## src/rtl/md_iter_unit.sv

```systemverilog
// Iterative radix-2 multiply / restoring divide unit with HI/LO registers.
// Optional feature: define MD_DIV0_FLAG_EN to add the registered div0 pulse output.
module md_iter_unit #(
  parameter int WIDTH = 32
) (
  input  logic             clk,
  input  logic             reset,
  input  logic [3:0]       OP,
  input  logic [WIDTH-1:0] A,
  input  logic [WIDTH-1:0] B,
  input  logic             flush,
  output logic [WIDTH-1:0] HI,
  output logic [WIDTH-1:0] LO,
  output logic             busy
`ifdef MD_DIV0_FLAG_EN
  ,
  output logic             div0
`endif
);

  localparam int CW = $clog2(WIDTH + 1);

  typedef enum logic [1:0] {
    S_IDLE,
    S_RUN,
    S_FIX
  } state_t;

  state_t             state;
  logic [CW-1:0]      cnt;
  logic [2*WIDTH-1:0] acc;     // product, or {remainder, quotient}
  logic [WIDTH-1:0]   opb;     // multiplicand magnitude, or divisor magnitude
  logic [WIDTH-1:0]   a_raw;   // untouched dividend for the divide-by-zero result
  logic               is_div;
  logic               neg_q;   // negate product / quotient
  logic               neg_r;   // negate remainder

  function automatic logic [WIDTH-1:0] mag(input logic [WIDTH-1:0] v, input logic s);
    return (s && v[WIDTH-1]) ? -v : v;
  endfunction

  logic               op_arith;
  logic               op_signed;
  logic               op_mult;
  logic [WIDTH-1:0]   a_mag;
  logic [WIDTH-1:0]   b_mag;
  logic [WIDTH:0]     mul_sum;
  logic [WIDTH:0]     rem_sh;
  logic [WIDTH:0]     rem_sub;
  logic               rem_ge;
  logic [2*WIDTH-1:0] acc_step;
  logic [2*WIDTH-1:0] prod_fix;
  logic [WIDTH-1:0]   quo_fix;
  logic [WIDTH-1:0]   rem_fix;
  logic [WIDTH-1:0]   res_hi;
  logic [WIDTH-1:0]   res_lo;

  always_comb begin
    // NOTE: every combinational output gets a default first so no path can infer a latch.
    op_arith  = (OP >= 4'd1) && (OP <= 4'd4);
    op_signed = (OP == 4'd1) || (OP == 4'd3);
    op_mult   = (OP == 4'd1) || (OP == 4'd2);
    a_mag     = mag(A, op_signed);
    b_mag     = mag(B, op_signed);

    // Multiply step: conditional add into the upper half, then shift right with the carry.
    mul_sum   = {1'b0, acc[2*WIDTH-1:WIDTH]} + (acc[0] ? {1'b0, opb} : '0);

    // Restoring divide step: remainder gains one bit, subtract if it covers the divisor.
    rem_sh    = {acc[2*WIDTH-1:WIDTH], acc[WIDTH-1]};
    rem_ge    = rem_sh >= {1'b0, opb};
    rem_sub   = rem_ge ? (rem_sh - {1'b0, opb}) : rem_sh;

    acc_step  = is_div ? {rem_sub[WIDTH-1:0], acc[WIDTH-2:0], rem_ge}
                       : {mul_sum, acc[WIDTH-1:1]};

    prod_fix  = neg_q ? -acc : acc;
    quo_fix   = neg_q ? -acc[WIDTH-1:0] : acc[WIDTH-1:0];
    rem_fix   = neg_r ? -acc[2*WIDTH-1:WIDTH] : acc[2*WIDTH-1:WIDTH];

    if (!is_div) begin
      res_hi = prod_fix[2*WIDTH-1:WIDTH];
      res_lo = prod_fix[WIDTH-1:0];
    end else if (opb == '0) begin
      res_hi = a_raw;
      res_lo = '1;
    end else begin
      res_hi = rem_fix;
      res_lo = quo_fix;
    end
  end

  // NOTE: sequential state uses non-blocking assignments so every register samples pre-edge values.
  always_ff @(posedge clk or negedge reset) begin
    if (!reset) begin
      state  <= S_IDLE;
      HI     <= '0;
      LO     <= '0;
      busy   <= 1'b0;
      cnt    <= '0;
      acc    <= '0;
      opb    <= '0;
      a_raw  <= '0;
      is_div <= 1'b0;
      neg_q  <= 1'b0;
      neg_r  <= 1'b0;
`ifdef MD_DIV0_FLAG_EN
      div0   <= 1'b0;
`endif
    end else begin
`ifdef MD_DIV0_FLAG_EN
      div0 <= 1'b0;
`endif
      if (flush) begin
        state <= S_IDLE;
        busy  <= 1'b0;
      end else begin
        case (state)
          S_IDLE: begin
            if (op_arith) begin
              state  <= S_RUN;
              busy   <= 1'b1;
              cnt    <= CW'(WIDTH);
              is_div <= !op_mult;
              opb    <= op_mult ? a_mag : b_mag;
              acc    <= {{WIDTH{1'b0}}, (op_mult ? b_mag : a_mag)};
              a_raw  <= A;
              neg_q  <= op_signed && (A[WIDTH-1] ^ B[WIDTH-1]);
              neg_r  <= op_signed && !op_mult && A[WIDTH-1];
            end else if (OP == 4'd5) begin
              HI <= A;
            end else if (OP == 4'd6) begin
              LO <= A;
            end
          end
          S_RUN: begin
            acc <= acc_step;
            cnt <= cnt - CW'(1);
            if (cnt == CW'(1)) state <= S_FIX;
          end
          S_FIX: begin
            HI    <= res_hi;
            LO    <= res_lo;
            busy  <= 1'b0;
            state <= S_IDLE;
`ifdef MD_DIV0_FLAG_EN
            div0  <= is_div && (opb == '0);
`endif
          end
          default: state <= S_IDLE;
        endcase
      end
    end
  end

endmodule

```

## config.mk

```make
export PLATFORM = sky130hd
export DESIGN_NAME = md_iter_unit
export DESIGN_NICKNAME = d
export VERILOG_FILES = /design/src/rtl/md_iter_unit.sv
export SDC_FILE = /design/constraint.sdc
export NUM_CORES = 1
export LEC_CHECK = 0
export CAP_MARGIN = 25
export CORE_MARGIN = 5
export CORE_UTILIZATION = 65
export CTS_CLUSTER_SIZE = 12
export DETAILED_ROUTE_END_ITERATION = 10
export MAX_ROUTING_LAYER = met4
export PLACE_DENSITY = 0.88
export SLEW_MARGIN = 20
export SYNTH_ARGS = -nofsm -noshare
export SYNTH_HDL_FRONTEND = slang
export SYNTH_SLANG_ARGS = --single-unit
```

## constraint.sdc

```tcl
create_clock -name clk -period 7.78 [get_ports clk]
set_input_delay 1.556 -clock clk [delete_from_list [all_inputs] [get_ports clk]]
set_output_delay 1.556 -clock clk [all_outputs]
set_load 0.03 [all_outputs]
```

# == Word level (Yosys, flattened, before mapping) ==
# Index checks and enable logic that the tools add are counted.
# word_totals
register_bits,204
inputBits,71
out_inout_bits,65
# op_classes
reduce_logical,20
muxes,32
n_eq_ne,15
addsub,8
n_bitwise,2
magnitude_cmp,3
# ops
operator,n
2-to-1 mux 32 bit,17
2-to-1 mux 64 bit,3
negator 32 bit,4
case mux 32 bit (2 select lines),2
case mux 64 bit (2 select lines),1
negator 64 bit,1
adder 32 x 32 -> 33 bit,1
>= comparator 33 x 32 -> 1 bit,1
zero test 32 bit,1
subtractor 32 bit,1
case mux 6 bit (2 select lines),1
!= test 2 bit (second input constant),5
equality test 4 x 2 -> 1 bit (second input constant),2
equality test 4 x 3 -> 1 bit (second input constant),2
equality test 6 x 1 -> 1 bit (second input constant),1
logical AND 1 bit,6
2-to-1 mux 2 bit,3
2-to-1 mux 6 bit,1
!= test 3 bit (second input constant),2
AND reduction 3 bit,2
subtractor 6 x 1 -> 6 bit (second input constant),1
AND reduction 5 bit,1
equality test 4 x 1 -> 1 bit (second input constant),1
>= comparator 4 x 1 -> 1 bit (second input constant),1
15 further kinds,19

# == Logic depth before layout (Yosys ltp) ==
# Gate-level depths: netlist of the first run.
# depth
ltp_word,7
depth_mapped,14

# == Worst setup path after synthesis of the first run ==
# No wires, ideal clock.
# synth_timing
path_type,input to register
from,input port B[19]
to,register acc[29]
required_time_ps,7644
path_buffers,0
slack_ps,3546
setup_time_ps,136
arrival_ps,4098
path_stages,9
path_cell_list,or3_1 or3_1 or4_4 or4_1 or3b_1 nand2_1 xnor2_1 a222oi_1 o21ai_0
# synth_via
elab_chain_len,5
# synth_rtl
element,line_no,source
from (decl),10,"input logic [WIDTH-1:0] B,"
negator 32 bit,39,return (s && v[WIDTH-1]) ? -v : v;
2-to-1 mux 32 bit,39,
2-to-1 mux 32 bit,126,"acc <= {{WIDTH{1'b0}}, (op_mult ? b_mag : a_mag)};"
2-to-1 mux 64 bit,120,if (op_arith) begin
case mux 64 bit (2 select lines),118,case (state)
to (signal assigned),126,
to (signal assigned),137,acc <= acc_step;
to (decl),31,logic [2*WIDTH-1:0] acc;
# Every way passes these cells. The select of a mux whose other input is x is not followed.
# A chain may end at the register's enable or synchronous reset.

# == Worst setup path after layout of the first run ==
# layout_timing
from,input port A[9]
to,register acc[28]
# layout_via
elab_chain_len,5
# layout_rtl
element,line_no,source
from (decl),9,"input logic [WIDTH-1:0] A,"
negator 32 bit,39,
2-to-1 mux 32 bit,39,
2-to-1 mux 32 bit,126,
2-to-1 mux 64 bit,120,
case mux 64 bit (2 select lines),118,
# Every way passes these cells. The select of a mux whose other input is x is not followed.

==> results of run 1 <==
area by class of cell:
cell class	count	area [µm²]
diodes	5	12.5
clock buffers	35	733
clock inverters	8	96.3
fillers	1949	6540
inverters	58	218
multi-input cells	1844	11300
flip-flops and latches	204	5110
well taps	335	419
repair buffers	160	1600
final timing paths:
kind | from | to | cells after the start
max | A[9] | acc[28] | 9
min | a_raw[23] | a_raw[23] | 2
max reg2reg | acc[41] | acc[54] | 11
min reg2reg | a_raw[23] | a_raw[23] | 2
max in group asynchronous | reset | opb[16] | 2
min in group asynchronous | reset | acc[59] | 1
state kept, by name (all words and copies together), names as in the netlist:
register and flops:
state 2, acc 64, cnt 6, is_div 1, HI 32, LO 32
neg_q 1, opb 32, neg_r 1, busy 1, a_raw 32
per-layer routing:
layer  share of wire, %  vias to the layer above
met1                 36                     8815
met3                 14                      384
met4                6.8                        0
met2                 43                     1468
met5                  0                        -
li1                   -                     8195
where the power goes:
group	switching [mW]	total (mW)	leakage, nW	internal [mW]
Clock	0.489	1.21	0.410	0.718
Sequential	0.625	2.01	2.56	1.38
Combinational	2.41	4.00	5.40	1.59
synthesized netlist by cell type, drive strengths merged, types with 27 or more instances:
library cell	number	share of area (%)
clkbuf	143	3.1
or4	27	1.3
or3	33	1.2
nor2	183	4.0
ha	70	5.1
xor2	75	3.8
dfrtp	204	30
xnor2	119	6.0
nand2	336	7.3
nor3	64	1.9
a21o	34	1.5
o31ai	32	1.5
o211ai	27	1.2
a21oi	183	5.3
o21ai	250	7.3
inv	56	1.2
mux2i	40	2.3
o22ai	41	1.5
nand3	44	1.3
cell families (layout without fill, tap and decap cells):
logic type	Yosys count	after routing	synth area share [%]
simple gates	810	810	21.9
compound gates	721	721	25.6
buf+inv	223	261	5.02
flops	204	204	29.6
xor+xnor	194	194	9.86
fa+ha+maj	72	72	5.31
mux	47	47	2.78
other cells	0	5	0
per-stage QoR:
step | std cells | total power [mW]
after floorplan | 2271 | 4.63
after global placement | 2596 | 5.74
after detailed placement | 2599 | 5.85
after CTS | 2642 | 7.07
after global routing | 2649 | 7.62
final | 2649 | 7.22
worst max-delay path, cell delays in order:
cell and delay (ns):
clkdlybuf4s50_1 0.65, or4_1 0.68, or3_4 0.39, or4_4 0.53, or4_4 0.47, o21ai_0 0.23, xnor2_1 0.13, a222oi_1 0.30
o21ai_0 0.12
==> summary.txt, run 1 <==
Layout
  – Core Util, Final: 74.9%
  – Post-layout instance area: 19500 µm²
  – Commonest non-fill, non-tap cells in the layout: 335 x nand2_1, 248 x o21ai_0, 202 x dfrtp_1
  – Syn-to-layout area delta: 13.2%
  – Commonest non-fill, non-tap cell in the layout: nand2_1
  – Final nets: 2435
  – Layout cell share with drive strength beyond 1: 4.50%

Placement
  – Port bufs: 135
  – Placer Congestion: 1.05
  – DP Worst Slack: 2.67 ns
  – Post-DP HPWL: 46600 µm
  – Post-DP Area: 18600 µm²

Flow run
  – Max Cap Viol: 0

STA
  – Final Hold Viols: 0
  – Clock skew: 0.0137 ns
  – RSZ-0062 raised after global routing: no
  – # setup viols final: 0
  – Slew @ Worst Pin: 1.07 ns
  – Fin Setup TNS: 0 ns
  – Max_slew headroom: 27.7%
  – Worst setup margin: 3.10 ns
  – Minimum clock period: 4.68 ns
  – Max Transition Viols Final: 0
  – Fmax: 214 MHz
  – WHS: 0.481 ns
  – Crit share post-route: 60.1%

Floorplanning
  – Top Ports: 136
  – Starting Density: 66.1%
  – Die width: 173 µm
  – Die H: 173 µm
  – FP Rows: 59
  – DIE AREA: 29900 µm²
  – Area of the core: 26100 µm²

Yosys
  – Cell Area, Synth: 17200 µm²
  – Seq/Total Area, Yosys: 29.6%
  – Synth warn: 0
  – Post-synthesis cell type count: 83
  – FFs w/ async S/R, synth: 100%
  – EDFF count, synth: 0
  – Mapped Cells: 2271
  – Syn_nets: 2414
  – Ys flop type: dfrtp_1
  – Flop and latch count out of synthesis: 204
  – Synth Area per Inst: 7.59 µm²

Clock tree
  – CTS tree: built
  – CTS max path bufs: 3
  – Hold buffer count at CTS: 0
  – Clk_lat worst skew: 0.54 ns
  – Clock-pin transition on the worst setup and hold timing paths: 0.07 ns
  – Clock H-tree levels: 1
  – Post_cts resized: 0
  – Num CTS Buffers: 24
  – Post-CTS setup buffers: 0
  – CTS root buffer: clkbuf_16
  – CTS Sinks: 204

Worst setup path
  – Worst Path Max Fanout: 6
  – WP data arrival: 5.06 ns
  – Crit path kind: in2reg
  – WP data required: 8.16 ns
  – R2R setup slack: 3.24 ns
  – Crit path capture type: flip-flop
  – Startpoint types: primary input

GRT
  – Busiest grt layer: met2
  – Met2 GRT Util: 63.7%
  – GR met1 Demand/Resource: 55.2%
  – Total GRT Usage: 42.8%
  – Vias in the first global route: 17.7k
  – First-pass GRT wire length: 101000 µm
  – Grt total ovfl: 0
  – Grt met3 use: 9.93%
  – Largest net degree at the start of global routing: 108
  – Antenna violations before repair: 5

Detailed routing
  – Vias per inst: 7.12
  – Initial DRC count: 2809
  – DRT Wirelength: 65500 µm
  – Post-DRT Antenna Nets: 0
  – Routed len/inst: 24.7 µm
  – DRC viols: 0
  – Pre-Repair DR Iteration Count: 9
  – Total number of vias: 18.9k

Power
  – Pwr dens: 370 nW/µm²
  – Maximum vdd ir drop: 0.416 mV
  – Static leakage: 8.38 nW

Hold path
  – HP Class: reg2reg

Status
  – Status: completed
Power figures use the tool's default switching activity.
==> inputs of run 2 (changes only) <==
--- a/config.mk
+++ b/config.mk
@@ -7,11 +7,11 @@
 export LEC_CHECK = 0
 export CAP_MARGIN = 25
 export CORE_MARGIN = 5
-export CORE_UTILIZATION = 65
+export CORE_UTILIZATION = 55
 export CTS_CLUSTER_SIZE = 12
 export DETAILED_ROUTE_END_ITERATION = 10
 export MAX_ROUTING_LAYER = met4
-export PLACE_DENSITY = 0.88
+export PLACE_DENSITY = 0.79
 export SLEW_MARGIN = 20
 export SYNTH_ARGS = -nofsm -noshare
 export SYNTH_HDL_FRONTEND = slang
==> constraint.sdc (replaced) <==
create_clock -name clk -period 3.8 [get_ports clk]
set_input_delay 0.76 -clock clk [delete_from_list [all_inputs] [get_ports clk]]
set_output_delay 0.76 -clock clk [all_outputs]
set_load 0.03 [all_outputs]
==> summary.txt, run 2 (same netlist as run 1, synthesis figures left out) <==
Worst setup path
  – Critical Path Slowest Stage Cell: o31ai_1
  – Buf/Inv on CP: 0
  – CP top delay family: compound AO/OA/AOI/OAI gates
  – Startpoint types: flip-flop
  – Crit path kind: reg2reg
  – Crit path capture type: flip-flop
  – WP data arrival: 4.11 ns
  – Worst Path Max Fanout: 5
  – Crit-path cells: ha_1 -> a21oi_1 -> nor2_1 -> o31a_1 -> o31ai_1 -> o21ai_0 -> a41o_1 -> o221ai_1 -> a32oi_1 -> a32o_1
  – CP max stage delay: 0.69 ns
  – WP data required: 4.24 ns

STA
  – Clock skew: 0.0232 ns
  – Max Transition Viols Final: 0
  – Worst setup margin: 0.129 ns
  – Final Hold Viols: 0
  – Slew @ Worst Pin: 0.856 ns
  – Fmax: 272 MHz
  – # setup viols final: 0
  – Minimum clock period: 3.67 ns
  – RSZ-0062 raised after global routing: yes
  – Crit share post-route: 96.6%
  – Fin Setup TNS: 0 ns
  – Max_slew headroom: 42.9%
  – WHS: 0.227 ns

Placement
  – Port bufs: 135
  – Placed Instances: 2798
  – DP Worst Slack: -0.214 ns
  – Post-DP HPWL: 53500 µm
  – Placer Congestion: 1.05
  – Post-DP Area: 19800 µm²

Layout
  – Commonest non-fill, non-tap cells in the layout: 335 x nand2_1, 247 x o21ai_0, 202 x dfrtp_1
  – Syn-to-layout area delta: 19.9%
  – Largest register FFs: 64
  – Post-layout instance area: 20700 µm²
  – Layout cell share with drive strength beyond 1: 9.85%
  – Cell Count, Final, Fillers Out: 2843
  – Commonest non-fill, non-tap cell in the layout: nand2_1
  – Most flop-heavy register: acc
  – Final nets: 2572

GRT
  – Largest net degree at the start of global routing: 88
  – Total GRT Usage: 39.7%
  – Grt total ovfl: 0
  – Antenna violations before repair: 1
  – Vias in the first global route: 18.0k
  – First-pass GRT wire length: 107000 µm

Flow run
  – Max Cap Viol: 0

Clock tree
  – Clock-pin transition on the worst setup and hold timing paths: 0.06 ns
  – Hold buffer count at CTS: 0
  – Post-CTS setup buffers: 0
  – Post_cts resized: 0
  – CTS root buffer: clkbuf_16
  – Clk_lat worst skew: 0.57 ns
  – Num CTS Buffers: 25
  – Clock H-tree levels: 1
  – CTS tree: built
  – CTS max path bufs: 3
  – CTS Sinks: 204

Detailed routing
  – Pre-Repair DR Iteration Count: 7
  – DRC viols: 0
  – Total number of vias: 18.9k
  – Post-DRT Antenna Nets: 0
  – Initial DRC count: 2272
  – DRT Wirelength: 70000 µm
  – Routed len/inst: 24.6 µm
  – Vias per inst: 6.63

Floorplanning
  – Area of the core: 30700 µm²
  – Top Ports: 136
  – DIE AREA: 35000 µm²
  – Die width: 187 µm
  – Die H: 187 µm
  – Starting Density: 56.1%
  – FP Rows: 64

Status
  – Status: completed

Hold path
  – HP Class: in2async

Power
  – Static leakage: 9.05 nW
  – Maximum vdd ir drop: 0.608 mV
  – Pwr dens: 749 nW/µm²
run 2: cell count changes in the layout (fill, tap and decap cells not counted), moves of 2 or more:
cell / before / now
clkbuf_8: 8 / 6
buf_16: 2 / 0
buf_12: 1 / 8
diode_2: 5 / 1
buf_4: 21 / 153
run 2: final cells by class:
type,instances,area [µm²]
antenna,1,2.50
clock buffer,34,709
clock inverter,10,134
fill,2681,10100
inverter,58,218
multi-input combinational,1844,11300
sequential,204,5110
tap,396,495
timing repair buffer,296,2660
run 2: path summary, 6_finish.rpt:
check | start | endpoint | slack [ns] | depth (start not counted)
setup / recovery | acc[37] | acc[63] | 0.13 | 10
hold / removal | reset | acc[58] | 0.23 | 1
setup reg to reg | acc[37] | acc[63] | 0.13 | 10
hold reg to reg | LO[16] | LO[16] | 0.48 | 2
max in group asynchronous | reset | acc[7] | 2.58 | 2
min in group clk | LO[16] | LO[16] | 0.48 | 2
run 2: power by group:
group	total (mW)	leakage (nW)	switching, mW	internal, mW
clock	2.55	0.412	1.04	1.50
combinational	9.30	6.07	5.63	3.67
sequential	3.63	2.56	0.796	2.84
run 2: metrics by stage:
step,power (mW),utilization [%]
floorplan,9.48,-
global placement,12.5,64.4
detailed placement,12.6,64.4
CTS,15.2,67.2
global route,16.3,67.2
finish,15.5,67.2
run 2: layer usage:
metal | vias to the layer above | wire length [µm] | global-route usage [%]
li1 | 8474 | - | -
met1 | 9004 | 27900 | 52.5
met2 | 1129 | 30900 | 60.0
met3 | 249 | 7640 | 7.99
met4 | 0 | 3540 | 15.9
met5 | - | 0 | -
